$ cat config.mk
export PLATFORM = sky130hd
export DESIGN_NAME = imem_sync
export DESIGN_NICKNAME = d
export VERILOG_FILES = /design/src/rtl/imem_sync.sv
export SDC_FILE = /design/constraint.sdc
export NUM_CORES = 2
export LEC_CHECK = 0
export ABC_CLOCK_PERIOD_IN_PS = 6560
export CAP_MARGIN = 20
export CORE_MARGIN = 1.5
export CORE_UTILIZATION = 35
export CTS_BUF_LIST = sky130_fd_sc_hd__clkbuf_8
export CTS_CLUSTER_SIZE = 25
export DETAILED_ROUTE_END_ITERATION = 8
export SYNTH_ARGS = -nofsm -noshare
export SYNTH_HDL_FRONTEND = slang
export SYNTH_SLANG_ARGS = --single-unit
$ cat constraint.sdc
create_clock -name clk -period 6.56 [get_ports clk]
set_input_delay 1.968 -clock clk [delete_from_list [all_inputs] [get_ports clk]]
set_output_delay 1.968 -clock clk [all_outputs]
set_load 0.01 [all_outputs]
$ cat src/rtl/imem_sync.sv
// Instruction memory with a power-up NOP fill sequence, registered fetch port
// and a byte-lane program-write port with write-first forwarding to fetch.
module imem_sync #(
  parameter int unsigned NUM_INST = 128,
  parameter logic [31:0] NOP_INST = 32'h00000013
) (
  input  logic        clk,
  input  logic        rst_n,
  input  logic [31:0] pc,
  input  logic        fetch_req,
  input  logic        stall,
  output logic [31:0] instr,
  output logic        instr_valid,
  output logic        fetch_fault,
  output logic        busy,
  input  logic        prog_we,
  input  logic [31:0] prog_addr,
  input  logic [31:0] prog_data,
  input  logic [3:0]  prog_be
);

  localparam int unsigned IDX_W = (NUM_INST > 1) ? $clog2(NUM_INST) : 1;

  typedef enum logic {
    FILL,
    READY
  } state_e;

  state_e            state_q, state_d;
  logic [IDX_W-1:0]  fill_idx_q, fill_idx_d;
  logic              busy_q, busy_d;
  logic [31:0]       instr_q, instr_d;
  logic              valid_q, valid_d;
  logic              fault_q, fault_d;

  logic [31:0]       mem [NUM_INST];

  logic [IDX_W-1:0]  f_idx;
  logic              f_fault;
  logic [IDX_W-1:0]  p_idx;
  logic              p_ok;
  logic [31:0]       p_word;
  logic [31:0]       rd_word;
  logic              mem_we;
  logic [IDX_W-1:0]  mem_waddr;
  logic [31:0]       mem_wdata;
  logic              unused_prog_lsb;

  assign f_idx           = pc[IDX_W+1:2];
  assign f_fault         = (pc[1:0] != 2'b00) || (|pc[31:IDX_W+2]);
  assign p_idx           = prog_addr[IDX_W+1:2];
  assign p_ok            = ~|prog_addr[31:IDX_W+2];
  assign unused_prog_lsb = ^prog_addr[1:0];

  // Merged program word feeds both the array write and the same-word fetch bypass.
  always_comb begin
    p_word = mem[p_idx];
    for (int unsigned k = 0; k < 4; k++) begin
      if (prog_be[k]) p_word[8*k +: 8] = prog_data[8*k +: 8];
    end
    rd_word = mem[f_idx];
    if (prog_we && p_ok && (p_idx == f_idx)) rd_word = p_word;
  end

  always_comb begin
    state_d    = state_q;
    fill_idx_d = fill_idx_q;
    busy_d     = busy_q;
    instr_d    = instr_q;
    valid_d    = valid_q;
    fault_d    = fault_q;
    mem_we     = 1'b0;
    mem_waddr  = fill_idx_q;
    mem_wdata  = NOP_INST;
    unique case (state_q)
      FILL: begin
        mem_we     = 1'b1;
        fill_idx_d = fill_idx_q + IDX_W'(1);
        if (fill_idx_q == '1) begin
          state_d = READY;
          busy_d  = 1'b0;
        end
      end
      READY: begin
        if (prog_we && p_ok) begin
          mem_we    = 1'b1;
          mem_waddr = p_idx;
          mem_wdata = p_word;
        end
        if (!stall) begin
          if (fetch_req) begin
            valid_d = 1'b1;
            fault_d = f_fault;
            instr_d = f_fault ? NOP_INST : rd_word;
          end else begin
            valid_d = 1'b0;
          end
        end
      end
      default: state_d = FILL;
    endcase
  end

  always_ff @(posedge clk or negedge rst_n) begin
    if (!rst_n) begin
      state_q    <= FILL;
      fill_idx_q <= '0;
      busy_q     <= 1'b1;
      instr_q    <= NOP_INST;
      valid_q    <= 1'b0;
      fault_q    <= 1'b0;
    end else begin
      state_q    <= state_d;
      fill_idx_q <= fill_idx_d;
      busy_q     <= busy_d;
      instr_q    <= instr_d;
      valid_q    <= valid_d;
      fault_q    <= fault_d;
    end
  end

  always_ff @(posedge clk) begin
    if (mem_we) mem[mem_waddr] <= mem_wdata;
  end

  assign instr       = instr_q;
  assign instr_valid = valid_q;
  assign fetch_fault = fault_q;
  assign busy        = busy_q;

endmodule

---- After elaboration in Yosys (flattened, before gate mapping) ----
Memory sizes are Yosys's and may differ from the RTL's.
Index checks and enable logic that the tools add are counted.
cells by class
  add/sub/neg operators ................... 1
  multiply operators ...................... 0
  div/mod/pow operators ................... 0
  $lt $le $gt $ge ......................... 0
  equality and inequality tests ........... 2
  shift-type cells ........................ 0
  muxes and demuxes ....................... 17
  bitwise operators ....................... 2
  reductions and logical operators ........ 10
operators with widths
  cell                                                            count
  32-bit two-way mux                                              4
  23-bit OR reduction                                             2
  8-bit two-way mux                                               4
  7-bit two-way mux                                               2
  7-bit by 1-bit adder with 7-bit output (second input constant)  1
  7-bit == test                                                   1
  7-bit == test (second input constant)                           1
  1-bit two-way mux                                               6
  2-bit AND reduction                                             2
  3-bit AND reduction                                             1
  1-bit logical AND                                               2
  1-bit NOT                                                       2
  1-bit one-hot mux with 2 select lines                           1
  2-bit nonzero test                                              1
  1-bit zero test                                                 1
  1-bit logical OR                                                1
storage, ports and cells
  register bits after elaboration ......... 43
  bits in latches ......................... 0
  memory bits (writable) .................. 4096
  ROM bits ................................ 0
  input bits .............................. 105
  output and inout port bits .............. 35
  logic and storage cells ................. 39
  memories ................................ 1
memories
  memory  depth  width  rd ports  clocked after memory_dff  wr ports  RTL line  RTL
  mem     128    32     2         0                         1         36        logic [31:0] mem [NUM_INST];

---- Longest topological paths before layout ----
  word-level depth ........................ 7
  mapped depth ............................ 14
  gate-level depth less buffers ........... 7

---- Worst setup path after synthesis ----
OpenSTA, ideal clock, no wires.
  path kind ............................... in2reg
  start point ............................. in prog_addr[3]
  end point ............................... mem mem[0][17] (data pin)
  setup time .............................. 0.969 ns
  data arrival time ....................... 7.693 ns
  required time ........................... 5.591 ns
  slack ................................... -2.101 ns
  stages .................................. 10
  buffers on the path ..................... 6
  cell sequence ........................... buf_4 > buf_2 > buf_4 > buf_2 > clkbuf_1 > clkbuf_1 > nand2_1 > a311oi_1 > o211ai_2 > a31oi_1
between the ends
  cells in the longest elaborated chain, start to end .. 4
ends and longest elaborated chain
  element                   RTL line  RTL
  start: declaration        17        input logic [31:0] prog_addr,
  memory read 128 x 32 bit  -
  8-bit two-way mux         59        if (prog_be[k]) p_word[8*k +: 8] = prog_data[8*k +: 8];
  32-bit two-way mux        85        if (prog_we && p_ok) begin
  32-bit two-way mux        75        unique case (state_q)
  named net mem_wdata[17]   46        logic [31:0] mem_wdata;
  end: declaration          36
The timed path passes the listed nets, and every way through them passes these cells.

---- Final worst setup path ----
  start point ............................. in prog_addr[10]
  end point ............................... mem mem[35][27] (enable)
between the ends
  cells in the longest elaborated chain, start to end .. 7
ends and longest elaborated chain
  element                                  RTL line  RTL
  23-bit OR reduction (*)                  52        assign p_ok = ~|prog_addr[31:IDX_W+2];
  1-bit zero test (*)                      52
  1-bit logical AND (*)                    85
  1-bit two-way mux                        85
  1-bit one-hot mux with 2 select lines    75
  1-bit two-way mux                        123       if (mem_we) mem[mem_waddr] <= mem_wdata;
  1-bit two-way mux (implied by the code)  123
Mark *: on every way between the ends. The rest lies on a longest branch, timed or not.

==> metrics.md <==
| Metric | Value |
|---|---|
| Status | finished, final reports clean |
| Filler Cell Count | 47,900 |
| Worst vdd rail ir drop | just under 200 uV |
| TritonCTS Buffers | approximately 700 |
| CP Class | input pin to flip-flop |
| Leakage | 60.5 nW |
| Post-synth ARST share | 1.04% |
| Maxcap violations | 0 |
| Post-DP HPWL | 455,000 um |
| CP Data Arrival Time | between 6 and 7 ns |
| Final max-slew violation count | 0 |
| Avg Cell Area, Syn | 20.0 um^2 |
| Largest cells by area after synthesis | edfxtp_1 64%, mux4_2 24%, mux2i_1 2.1%, a22oi_1 1.2%, nand2_1 0.71% |
| Detailed-router iteration count before antenna repair | 6 |
| H-tree depth | 6 |
| Layout area overhead | 15.6% |
| CTS resizes | 0 |
| Clk_lat worst skew | 1.32 ns |
| Post-synth top area share | 64.0% |
| Placed Cells | 17,000 |
| Final core utilization | 40.7% |
| CTS tree | built |
| Residual overflow from global routing | 0 |
| Post-Syn Area | 0.192 mm^2 |
| Ys flop type | edfxtp_1 |
| Yosys top cell by area | edfxtp_1 |
| Port Buffer Count | 137 |
| Max frequency | 171 MHz |
| Post-synth EDFFs | 4,096 |
| WL/cell | 39.9 um |
| First-pass GRT wire length | 991,000 um |
| Vias | 118,000 |
| Post-detailed-route count of antenna-violating nets | 0 |
| I/O Pins | 140 |
| Clk slew on worst S/H paths | 0.06 ns |
| Die Wd | 744 um |
| Yosys synthesis warning count | 0 |
| Drt drc | 0 |
| Routed WL | about 730,000 um |
| Die span in y | between 700 and 800 um |
| R2R Setup Slk | 2.09 ns |
| Commonest cells after routing, fill and taps aside | 4,096 x edfxtp_1, 2,036 x mux4_2, 722 x clkbuf_8, 623 x buf_4, 396 x mux2i_1 |
| Most common cell after layout, fill and taps aside | edfxtp_1 |
| Place WS | -0.505 ns |
| FF+latch count, synth | 4,139 |
| Vias/cell | 6.45 |
| Row count | 271 |
| Power Density | 243 mW/mm^2 |
| Post-layout minimum cycle time | between 5 and 6 ns |
| Register area share after synthesis | 64.6% |
| Slew @ Worst Pin | 1.41 ns |
| Finished Layout Cells | 18,300 |
| Endpoint type of the worst setup path | flip-flop |
| Starting Density | 35.2% |
| Cell count after synthesis | 9,597 |
| Antenna violations before repair | 61 |
| Hold Path Class | flip-flop to flip-flop |
| Starting DRT DRC Count | between 15,000 and 20,000 |
| Largest net degree at the start of global routing | 97 |
| CTS Sinks | 4,139 |
| CTS Root Cell | clkbuf_8 |
| Share of cells above drive strength 1 | 37.6% |
| Slew headroom | 6.03% |
| Final hold vios | 0 |
| Worst Skew | 0.112 ns |
| Post-CTS setup buffers | 0 |
| Worst-path maximum fanout | 29 |
| Fin Setup TNS | 0 ns |
| Post-route setup slack | between 0.7 and 0.8 ns |
| Startpoint types | input pin |
| Synth cell types | 79 |
| GRT Overall Usage | 25.9% |
| Worst path required time | approximately 7.4 ns |
| Period utilisation layout | 88.9% |
| Die Footprint | ~0.55 mm^2 |
| RSZ-0062 raised after global routing | no |
| Final nets | ~11,000 |
| Vias in the first global route | 119,000 |
| Synth Net Count | 9,703 |
| Hold_buf cts | 0 |
| Final Wtd Congestion | 0.915 |
| Buffer depth of the longest clock path | 4 |
| Core Area | 0.546 mm^2 |
| Endpoints failing setup | 0 |
## flip-flops by register name, indices dropped and copies added (netlist names)
| signal | flops |
|---|---|
| busy | 1 |
| fetch_fault | 1 |
| state_q | 1 |
| fill_idx_q | 7 |
| instr_valid | 1 |
| mem | 4096 |
| instr | 32 |
## cell usage after synthesis, types with 16 or more instances
master / n
nor3_1: 157
a211o_1: 30
edfxtp_1: 4096
dfrtp_1: 39
nand3_1: 55
buf_6: 76
a211oi_1: 54
clkbuf_1: 318
nor2b_1: 16
nand2_1: 365
nor2_1: 203
mux2_2: 99
a31oi_1: 62
a22oi_1: 296
o211ai_1: 35
nor4_1: 27
nand4_1: 32
a21oi_1: 112
and3_1: 22
buf_2: 236
buf_4: 94
buf_1: 57
a221oi_1: 42
mux2i_1: 397
o21ai_0: 99
o221ai_1: 42
o22ai_1: 200
mux4_2: 2036
a2111oi_0: 55
## cells by family after synthesis
family	synth area share, %
adder cells (fa/ha/maj)	0.00651
flip-flops	64.6
AND/OR/NAND/NOR	2.27
XOR/XNOR	0.0593
buffers and inverters	2.33
AO/OA/AOI/OAI	4.20
multiplexers	26.5
## layout make-up
cell class                      count  area [um^2]  area share (%)
Sequential cell                  4139       124000            55.9
Tap cell                         7234         9050            4.08
Clock inverter                    526         2970            1.34
Antenna cell                       28         70.1          0.0315
Timing Repair Buffer             1004        11000            4.94
Inverter                           14         72.6          0.0327
Multi-Input combinational cell   4646        65000            29.2
Clock buffer                      722         9940            4.47
## worst max-delay path: stages
cell,delay (ns)
clkdlybuf4s50_1,0.41
nor4_1,0.41
nand4_1,0.72
buf_4,0.42
nor3_2,0.36
buf_4,0.30
mux2_2,0.32
nand2_1,0.44
nor3_2,0.53
buf_4,0.76
## metrics by stage
| step | area [um^2] | hold slack [ns] | power, W |
|---|---|---|---|
| after floorplan | 192000 | 0.466 | 0.0309 |
| after global placement | 209000 | 0.454 | 0.0324 |
| after detailed placement | 209000 | 0.474 | 0.0324 |
| after CTS | 222000 | 0.482 | 0.0540 |
| after global routing | 222000 | 0.490 | 0.0553 |
| final | 222000 | 0.472 | 0.0539 |
## power by group
| group | total [W] | leakage (nW) | switching, W | internal [W] |
|---|---|---|---|---|
| Combinational | 0.00332 | 22.3 | 0.00220 | 0.00112 |
| Sequential | 0.0286 | 30.7 | 0 | 0.0286 |
| Clock | 0.0219 | 7.43 | 0.0110 | 0.0109 |
## worst paths after layout
kind / end / cells past startpoint / startpoint
max: mem[35][27]$_DFFE_PP_ / 10 / prog_addr[10]
min: busy$_DFFE_PN1P_ / 1 / busy$_DFFE_PN1P_
max reg2reg: instr[13]$_DFFE_PN0P_ / 12 / state_q$_DFF_PN0_
min reg2reg: busy$_DFFE_PN1P_ / 1 / busy$_DFFE_PN1P_
max in group asynchronous: instr[24]$_DFFE_PN0P_ / 2 / rst_n
min in group asynchronous: state_q$_DFF_PN0_ / 1 / rst_n
## layer usage
| metal | share of wire, % | GRT usage [%] | up-vias |
|---|---|---|---|
| met5 | 0.028 | 0 | - |
| met4 | 6.9 | 15.2 | 30 |
| met3 | 13 | 8.19 | 1816 |
| met2 | 44 | 38.8 | 9021 |
| met1 | 35 | 33.1 | 63300 |
| li1 | - | - | 44000 |
(Power assumes the default switching activity.)
